## src/rtl/cpu_pkg.sv

```systemverilog
// Shared CPU definitions: RAM geometry and the memory-dump FSM state type.
package cpu_pkg;

  localparam int unsigned RAM_ADDR_W = 4;
  localparam int unsigned RAM_DATA_W = 8;

  typedef enum logic [2:0] {
    IDLE,
    READ,
    CAPT,
    PRESENT,
    DONE
  } dump_state_t;

endpackage

```

## src/rtl/ram_dump_reader.sv

```systemverilog
// Sweeps a RAM address window after a start request and streams each
// {address, byte} pair out over a valid/ready port, then pulses done.
module ram_dump_reader
  import cpu_pkg::*;
#(
  parameter int unsigned ADDR_W     = RAM_ADDR_W,
  parameter int unsigned DATA_W     = RAM_DATA_W,
  parameter int unsigned START_ADDR = 0,
  parameter int unsigned END_ADDR   = 15
) (
  input  logic              clk,
  input  logic              reset,
  input  logic              start,
  output logic              rd_en,
  output logic [ADDR_W-1:0] rd_addr,
  input  logic [DATA_W-1:0] rd_data,
  output logic              dump_valid,
  input  logic              dump_ready,
  output logic [ADDR_W-1:0] dump_addr,
  output logic [DATA_W-1:0] dump_data,
  output logic              busy,
  output logic              done
);

  localparam logic [ADDR_W-1:0] START_PTR = ADDR_W'(START_ADDR);
  localparam logic [ADDR_W-1:0] END_PTR   = ADDR_W'(END_ADDR);

  dump_state_t       state, state_next;
  logic [ADDR_W-1:0] ptr;
  logic              handshake;
  logic              last;

  assign handshake = (state == PRESENT) && dump_valid && dump_ready;
  // End compare precedes the increment, so a full-range window never wraps.
  assign last      = (ptr == END_PTR);

  always_comb begin
    state_next = state;
    case (state)
      IDLE:    if (start) state_next = READ;
      READ:    state_next = CAPT;
      CAPT:    state_next = PRESENT;
      PRESENT: if (handshake) state_next = last ? DONE : READ;
      DONE:    state_next = IDLE;
      default: state_next = IDLE;
    endcase
  end

  // Strobes are registered from state_next so they line up with the state they belong to.
  always_ff @(posedge clk or negedge reset) begin
    if (!reset) begin
      state      <= IDLE;
      ptr        <= '0;
      rd_en      <= 1'b0;
      rd_addr    <= '0;
      dump_valid <= 1'b0;
      dump_addr  <= '0;
      dump_data  <= '0;
      busy       <= 1'b0;
      done       <= 1'b0;
    end else begin
      state <= state_next;
      rd_en <= (state_next == READ);
      done  <= (state_next == DONE);
      case (state)
        IDLE: begin
          if (start) begin
            ptr     <= START_PTR;
            rd_addr <= START_PTR;
            busy    <= 1'b1;
          end
        end
        CAPT: begin
          dump_data  <= rd_data;
          dump_addr  <= ptr;
          dump_valid <= 1'b1;
        end
        PRESENT: begin
          if (handshake) begin
            dump_valid <= 1'b0;
            if (last) begin
              busy <= 1'b0;
            end else begin
              ptr     <= ptr + 1'b1;
              rd_addr <= ptr + 1'b1;
            end
          end
        end
        default: ;
      endcase
    end
  end

endmodule

```

## config.mk

```make
export PLATFORM = sky130hd
export DESIGN_NAME = ram_dump_reader
export DESIGN_NICKNAME = d
export VERILOG_FILES = /design/src/rtl/cpu_pkg.sv /design/src/rtl/ram_dump_reader.sv
export SDC_FILE = /design/constraint.sdc
export NUM_CORES = 1
export LEC_CHECK = 0
export ABC_AREA = 1
export BUFFER_PORTS_ARGS = -buffer_cell sky130_fd_sc_hd__buf_2
export CORE_ASPECT_RATIO = 1.75
export CORE_MARGIN = 2
export CORE_UTILIZATION = 40
export CTS_CLUSTER_SIZE = 25
export DETAILED_ROUTE_END_ITERATION = 16
export PLACE_DENSITY = 0.73
export REMOVE_ABC_BUFFERS = 1
export SKIP_CTS_REPAIR_TIMING = 1
export SYNTH_ARGS = -nofsm -noshare
export SYNTH_HDL_FRONTEND = slang
export SYNTH_SLANG_ARGS = --single-unit
```

## constraint.sdc

```tcl
create_clock -name clk -period 1.75 [get_ports clk]
set_input_delay 0.35 -clock clk [delete_from_list [all_inputs] [get_ports clk]]
set_output_delay 0.35 -clock clk [all_outputs]
set_load 0.05 [all_outputs]
```

== Yosys cells after proc, flatten, opt, wreduce, memory -nomap -nowiden ==
Cells that the tools add are included.
Word-level totals
  register bits after elaboration: 23
  word-level logic and storage cells: 41
  output and inout port bits: 20
Operators by class
  equal/unequal tests: 10
  muxes and demuxes: 14
  add/sub/neg operators: 1
  reduce and logical (&&, ||, !) cells: 8
Operator list (count)
  $mux W4: 3
  $pmux W3 S4: 1
  $mux W3: 3
  $ne A2 B2 Y1 const B: 4
  $pmux W4 S2: 1
  $reduce_and A4 Y1: 2
  $eq A3 B1 Y1 const B: 2
  $eq A3 B2 Y1 const B: 2
  $add A4 B1 Y4 const B: 1
  $eq A4 B4 Y1 const B: 1
  $mux W1: 4
  $pmux W1 S2: 2
  $reduce_bool A2 Y1: 2
  $eq A3 B3 Y1 const B: 1
  $logic_not A3 Y1: 1
  $logic_and A1 B1 Y1: 2
  $reduce_and A2 Y1: 1

== Logic depth before layout (Yosys ltp) ==
Gate-level depths: netlist (run 1).
  depth in word-level cells: 6
  mapped depth: 8

== Worst setup path after synthesis (run 1) ==
OpenSTA, ideal clock, no wires.
  kind: register -> register
  from: register ptr[0]
  to: register ptr[3]
  buffers on the path: 0
  data required time: 1.684 ns
  stages on the path, launching flop included: 8
  data arrival time: 1.519 ns
  path slack: 0.165 ns
  cell sequence: dfrtp_1 > ha_1 > nand3_1 > nand2_2 > nand2_4 > nand2_4 > nand2_1 > nand2_1
Between the ends
  longest elaborated chain between the ends: 4
Ends and longest elaborated chain
  start: declaration: line ram_dump_reader.sv:29  | logic [ADDR_W-1:0] ptr;
  start signal: assignment: line ram_dump_reader.sv:84  | ptr <= ptr + 1'b1;
  $add A4 B1 Y4: line ram_dump_reader.sv:84
  $mux W4: line ram_dump_reader.sv:81  | if (last) begin
  $mux W4: line ram_dump_reader.sv:79  | if (handshake) begin
  $pmux W4 S2: line ram_dump_reader.sv:65  | case (state)
Several ways; a longest one is shown, not always the timed one. The select of a mux whose other input is x is not followed.
A chain may end at the register's enable or synchronous reset.

==> results_dict.tcl, run 1 <==
set metrics [dict create \
    placedCellCount 174 \
    reg2reg_slack_ns 0.39 \
    synthDistinctLibCells 16 \
    grt_max_degree 24 \
    r2r_cells 7 \
    worstReg2RegEnd "ptr[2]$_DFFE_PN0P_" \
    grt_setup_unrepaired "false" \
    cp.required_ns 1.40 \
    hp-class "input port to async pin" \
    viasPerCell 4.93 \
    grt_pass1_wl_um 3660 \
    ys_seq_area_frac 0.571 \
    initial_core_util 0.414 \
    path_cells "buf_2" \
    maxSlewViolCount 0 \
    wl_per_cell_um 11.7 \
    mostFrequentLayoutCells "44 x nand2_1, 31 x buf_2, 23 x dfrtp_1" \
    dieArea_sq_um 2950 \
    clock_latency_ns 0.26 \
    clock_sinks 23 \
    path_buf_inv 1 \
    globalRouteOverflowTotal 0 \
    h-tree-depth 1 \
    totalWireLength_um 2070 \
    num_vias 877 \
    fin_cells 178 \
    rows 24 \
    postRouteAntennaNets 0 \
    cts_tree "built" \
    post-place-ws_ns 0.405 \
    layout_commonest_cell "nand2_1" \
    path_delay_family "flip-flops" \
    clkTransAtPathRegs_ns 0.07 \
    max_clock_freq_mhz 713 \
    area_growth_pct 23.2 \
    clock_path_buffers 2 \
    fin_worst_skew_ns 0.00314 \
    fin_crit_ns 1.40 \
    drc 0 \
    root_buffer "clkbuf_8" \
    grt_usage 0.161 \
    outcome "finished clean" \
    holdWs_ns 0.0496 \
    synth_area_sq_um 1010 \
    ys_ff_latch 23 \
    r2r_start "ptr[0]$_DFFE_PN0P_" \
    netlist_instances 118 \
    worstSetupStartpointType "flip-flop" \
    setup_tns_ns 0 \
    drt_iter0_drc 16 \
    final_layout_size_suffix_gt1_frac 0.270 \
    cp-end-kind "primary output" \
    layout.nets 166 \
    dr.pass1.iters 4 \
    die_y_um 70.4 \
    crit_path_top_delay_cell "dfrtp_1" \
    finalSetupViolCount 0 \
    crit_arrival_ns 1.05 \
    portBuffers 31 \
    slew_headroom 0.663 \
    place_congestion 0.827 \
    timing_worst_setup_path_type "flip-flop to primary output" \
    fillers 246 \
    cp_max_fo 7 \
    syn_avg_cell_area_sq_um 8.54 \
    yosys.area.top_type "dfrtp_1" \
    antenna_found_initial 0 \
    insertedDiodeCount 0 \
    numCtsBuffers 3 \
    synth_top_area_share 0.571 \
    ys_top_cells_by_area "dfrtp_1 57%, nand2_1 16%, nand3_1 9.9%" \
    hold_viol_final 0 \
    tightest_slew_ns 0.505 \
    die_w_um 41.9 \
    drv_cap 0 \
    core_sq_um 2430 \
    yosys_warnings 0 \
    fin_crit_sh 0.801 \
    io-pin-count 32 \
    setup_ws_ns 0.348 \
    max_stage_delay_ns 0.47 \
    dp_hpwl_um 1600 \
    grt_pass1_vias 890 \
]
## worst max-delay path by stage
stage                     slack [ns]          startpoint                 end  cells past startpoint
after floorplan                 0.17  ptr[0]$_DFFE_PN0P_  ptr[3]$_DFFE_PN0P_                      7
after global placement          0.45  ptr[0]$_DFFE_PN0P_  ptr[1]$_DFFE_PN0P_                      7
after detailed placement        0.41  ptr[0]$_DFFE_PN0P_  ptr[2]$_DFFE_PN0P_                      7
after CTS                       0.35  ptr[2]$_DFFE_PN0P_          rd_addr[2]                      1
after global routing            0.26  ptr[0]$_DFFE_PN0P_  ptr[0]$_DFFE_PN0P_                      7
final                           0.35  ptr[2]$_DFFE_PN0P_          rd_addr[2]                      1
## cell type report
| type | instances | area (sq um) | area share |
|---|---|---|---|
| inverter | 10 | 37.5 | 0.0302 |
| tap | 26 | 32.5 | 0.0262 |
| timing repair buffer | 33 | 170 | 0.137 |
| sequential | 23 | 576 | 0.464 |
| multi-input combinational | 82 | 380 | 0.306 |
| clock buffer | 4 | 45.0 | 0.0363 |
## Yosys cell counts, drive strengths merged
cell type   n
nand2      47
dfrtp      23
nand3      20
inv        10
nor2        8
buf         2
o21ai       2
clkbuf      1
ha          1
nand3b      1
nand4       1
o22ai       1
xnor2       1
## registers in the layout, indices dropped and copies added, names as in the netlist
signal	flops
busy	1
done	1
dump_addr	4
dump_data	8
dump_valid	1
ptr	4
rd_en	1
state	3
## metrics by stage
step	util	cell area, sq um
after detailed placement	0.492	1200
final	0.510	1240
after floorplan	-	993
after CTS	0.510	1240
after global routing	0.510	1240
after global placement	0.492	1200
## cell families after synthesis
group           after synthesis  synth area share
compound gates                3            0.0162
flops                        23             0.571
xor+xnor                      1           0.00870
buf+inv                      13            0.0509
simple gates                 77             0.340
fa+ha+maj                     1            0.0124
## per-layer routing
metal | track usage | wire length (um)
met5 | 0 | 0
met3 | 0.0233 | 117
met4 | 0.0860 | 53
met2 | 0.292 | 1120
met1 | 0.173 | 788
## worst reg2reg max path, delay by kind of cell (launching register included)
kind	cells	cell delay [ns]
DFF	1	0.44
and+or+nand+nor	6	0.57
adders and majority gates	1	0.25
Power of run 1 is left out: the tool's default activity adds up to more than one toggle a clock period on the data nets, which glitch-free logic cannot reach.
==> inputs of run 2 (changes only) <==
- clock period: 1.75 -> 1.3 ns (I/O delays scaled with it)
==> results_dict.tcl, run 2 (synthesized netlist as in run 1, its figures left out) <==
set metrics [dict create \
    fin_crit_ns 1.26 \
    viasPerCell 4.94 \
    grtUsageMet2 0.285 \
    area_growth_pct 26.8 \
    layout.nets 169 \
    path_buf_inv 2 \
    num_vias 895 \
    grt_use_met3 0.0284 \
    outcome "finished with violations" \
    clock_path_buffers 2 \
    dieArea_sq_um 2950 \
    clock_latency_ns 0.26 \
    layout_commonest_cell "nand2_1" \
    place_congestion 0.828 \
    grt_pass1_wl_um 3770 \
    postRouteAntennaNets 0 \
    clock_sinks 23 \
    cp-end-kind "primary output" \
    grt_setup_unrepaired "false" \
    clkTransAtPathRegs_ns 0.08 \
    hp-class "input port to async pin" \
    finalSetupViolCount 0 \
    rows 24 \
    largest_reg_flops 8 \
    globalRouteOverflowTotal 0 \
    max_stage_delay_ns 0.39 \
    root_buffer "clkbuf_8" \
    cpMostUsedCell "buf_4" \
    cp.required_ns 1.04 \
    hold_viol_final 23 \
    h-tree-depth 1 \
    top_regs "dump_data (8), dump_addr (4), ptr (4)" \
    grt_usage 0.165 \
    wl_per_cell_um 11.7 \
    dp_hpwl_um 1570 \
    die_w_um 41.9 \
    timing_worst_setup_path_type "flip-flop to primary output" \
    insertedDiodeCount 0 \
    portBuffers 31 \
    totalWireLength_um 2110 \
    largest_register "dump_data" \
    met1_usage 0.192 \
    maxSlewViolCount 0 \
    fin_crit_sh 0.968 \
    drc 0 \
    core_sq_um 2430 \
    mostFrequentLayoutCells "43 x nand2_1, 28 x buf_2, 22 x dfrtp_1" \
    path_delay_family "flip-flops" \
    tightest_slew_ns 0.508 \
    cts_tree "built" \
    worstSetupStartpointType "flip-flop" \
    max_clock_freq_mhz 795 \
    multi_input_area_sq_um 385 \
    numCtsBuffers 3 \
    crit_arrival_ns 1.00 \
    cp_max_fo 6 \
    die_y_um 70.4 \
    fin_worst_skew_ns 0.00526 \
    fillers 228 \
    placedCellCount 177 \
    fin_cells 181 \
    final_layout_size_suffix_gt1_frac 0.303 \
    drv_cap 0 \
    path_cells "buf_4, buf_4" \
    grt_pass1_vias 903 \
    top_usage_layer "met2" \
    dr.pass1.iters 4 \
    drt_iter0_drc 25 \
    io-pin-count 32 \
    holdWs_ns -0.0398 \
    antenna_found_initial 0 \
    layout.area.seq_sq_um 577 \
    grt_max_degree 24 \
    violations "negative hold slack" \
    initial_core_util 0.414 \
    crit_path_top_delay_cell "dfrtp_1" \
    slew_headroom 0.662 \
]
-- run 2: worst paths after layout --
kind / start / to / slack (ns) / cells past startpoint
worst min register to register: dump_data[2]$_DFFE_PN0P_ / dump_data[2]$_DFFE_PN0P_ / 0.47 / 2
worst max register to register: ptr[0]$_DFFE_PN0P_ / ptr[3]$_DFFE_PN0P_ / 0.08 / 7
worst max-delay path: ptr[0]$_DFFE_PN0P_ / rd_addr[0] / 0.04 / 2
max in group asynchronous: reset / ptr[2]$_DFFE_PN0P_ / 0.97 / 1
worst min-delay path: reset / dump_data[5]$_DFFE_PN0P_ / -0.04 / 1
min in group clk: rd_data[0] / dump_data[0]$_DFFE_PN0P_ / 0.24 / 3
-- run 2: final cells by class --
| cell class | instances | share of cell area |
|---|---|---|
| Sequential cell | 23 | 0.452 |
| Multi-Input combinational cell | 82 | 0.302 |
| Timing Repair Buffer | 36 | 0.157 |
| Clock buffer | 4 | 0.0353 |
| Inverter | 10 | 0.0294 |
| Tap cell | 26 | 0.0255 |
-- run 2: per-stage QoR --
stage / cell area, sq um / setup TNS, ns / util / worst slack, ns / hold slack (ns)
3_5_place_dp: 1220 / 0 / 0.501 / 0.0766 / 0.269
5_1_grt: 1280 / 0 / 0.525 / 0.00218 / 0.00596
4_1_cts: 1260 / -0.0210 / 0.520 / -0.0210 / -0.0169
6_report: 1280 / 0 / 0.525 / 0.0420 / -0.0398
2_1_floorplan: 993 / -1.77 / - / -0.285 / -0.0356
3_3_place_gp: 1220 / 0 / 0.501 / 0.125 / 0.256
-- run 2: routing by layer --
layer | share of wire | vias to the layer above
li1 | - | 444
met1 | 0.41 | 419
met2 | 0.51 | 27
met3 | 0.059 | 5
met4 | 0.021 | 0
met5 | 0 | -
-- run 2: worst reg2reg max path: cells and delay by family (launching register included) --
kind          cells  cell delay (ns)
simple gates      6             0.50
flops             1             0.39
fa+ha+maj         1             0.23
Power of run 2 is left out for the same reason.
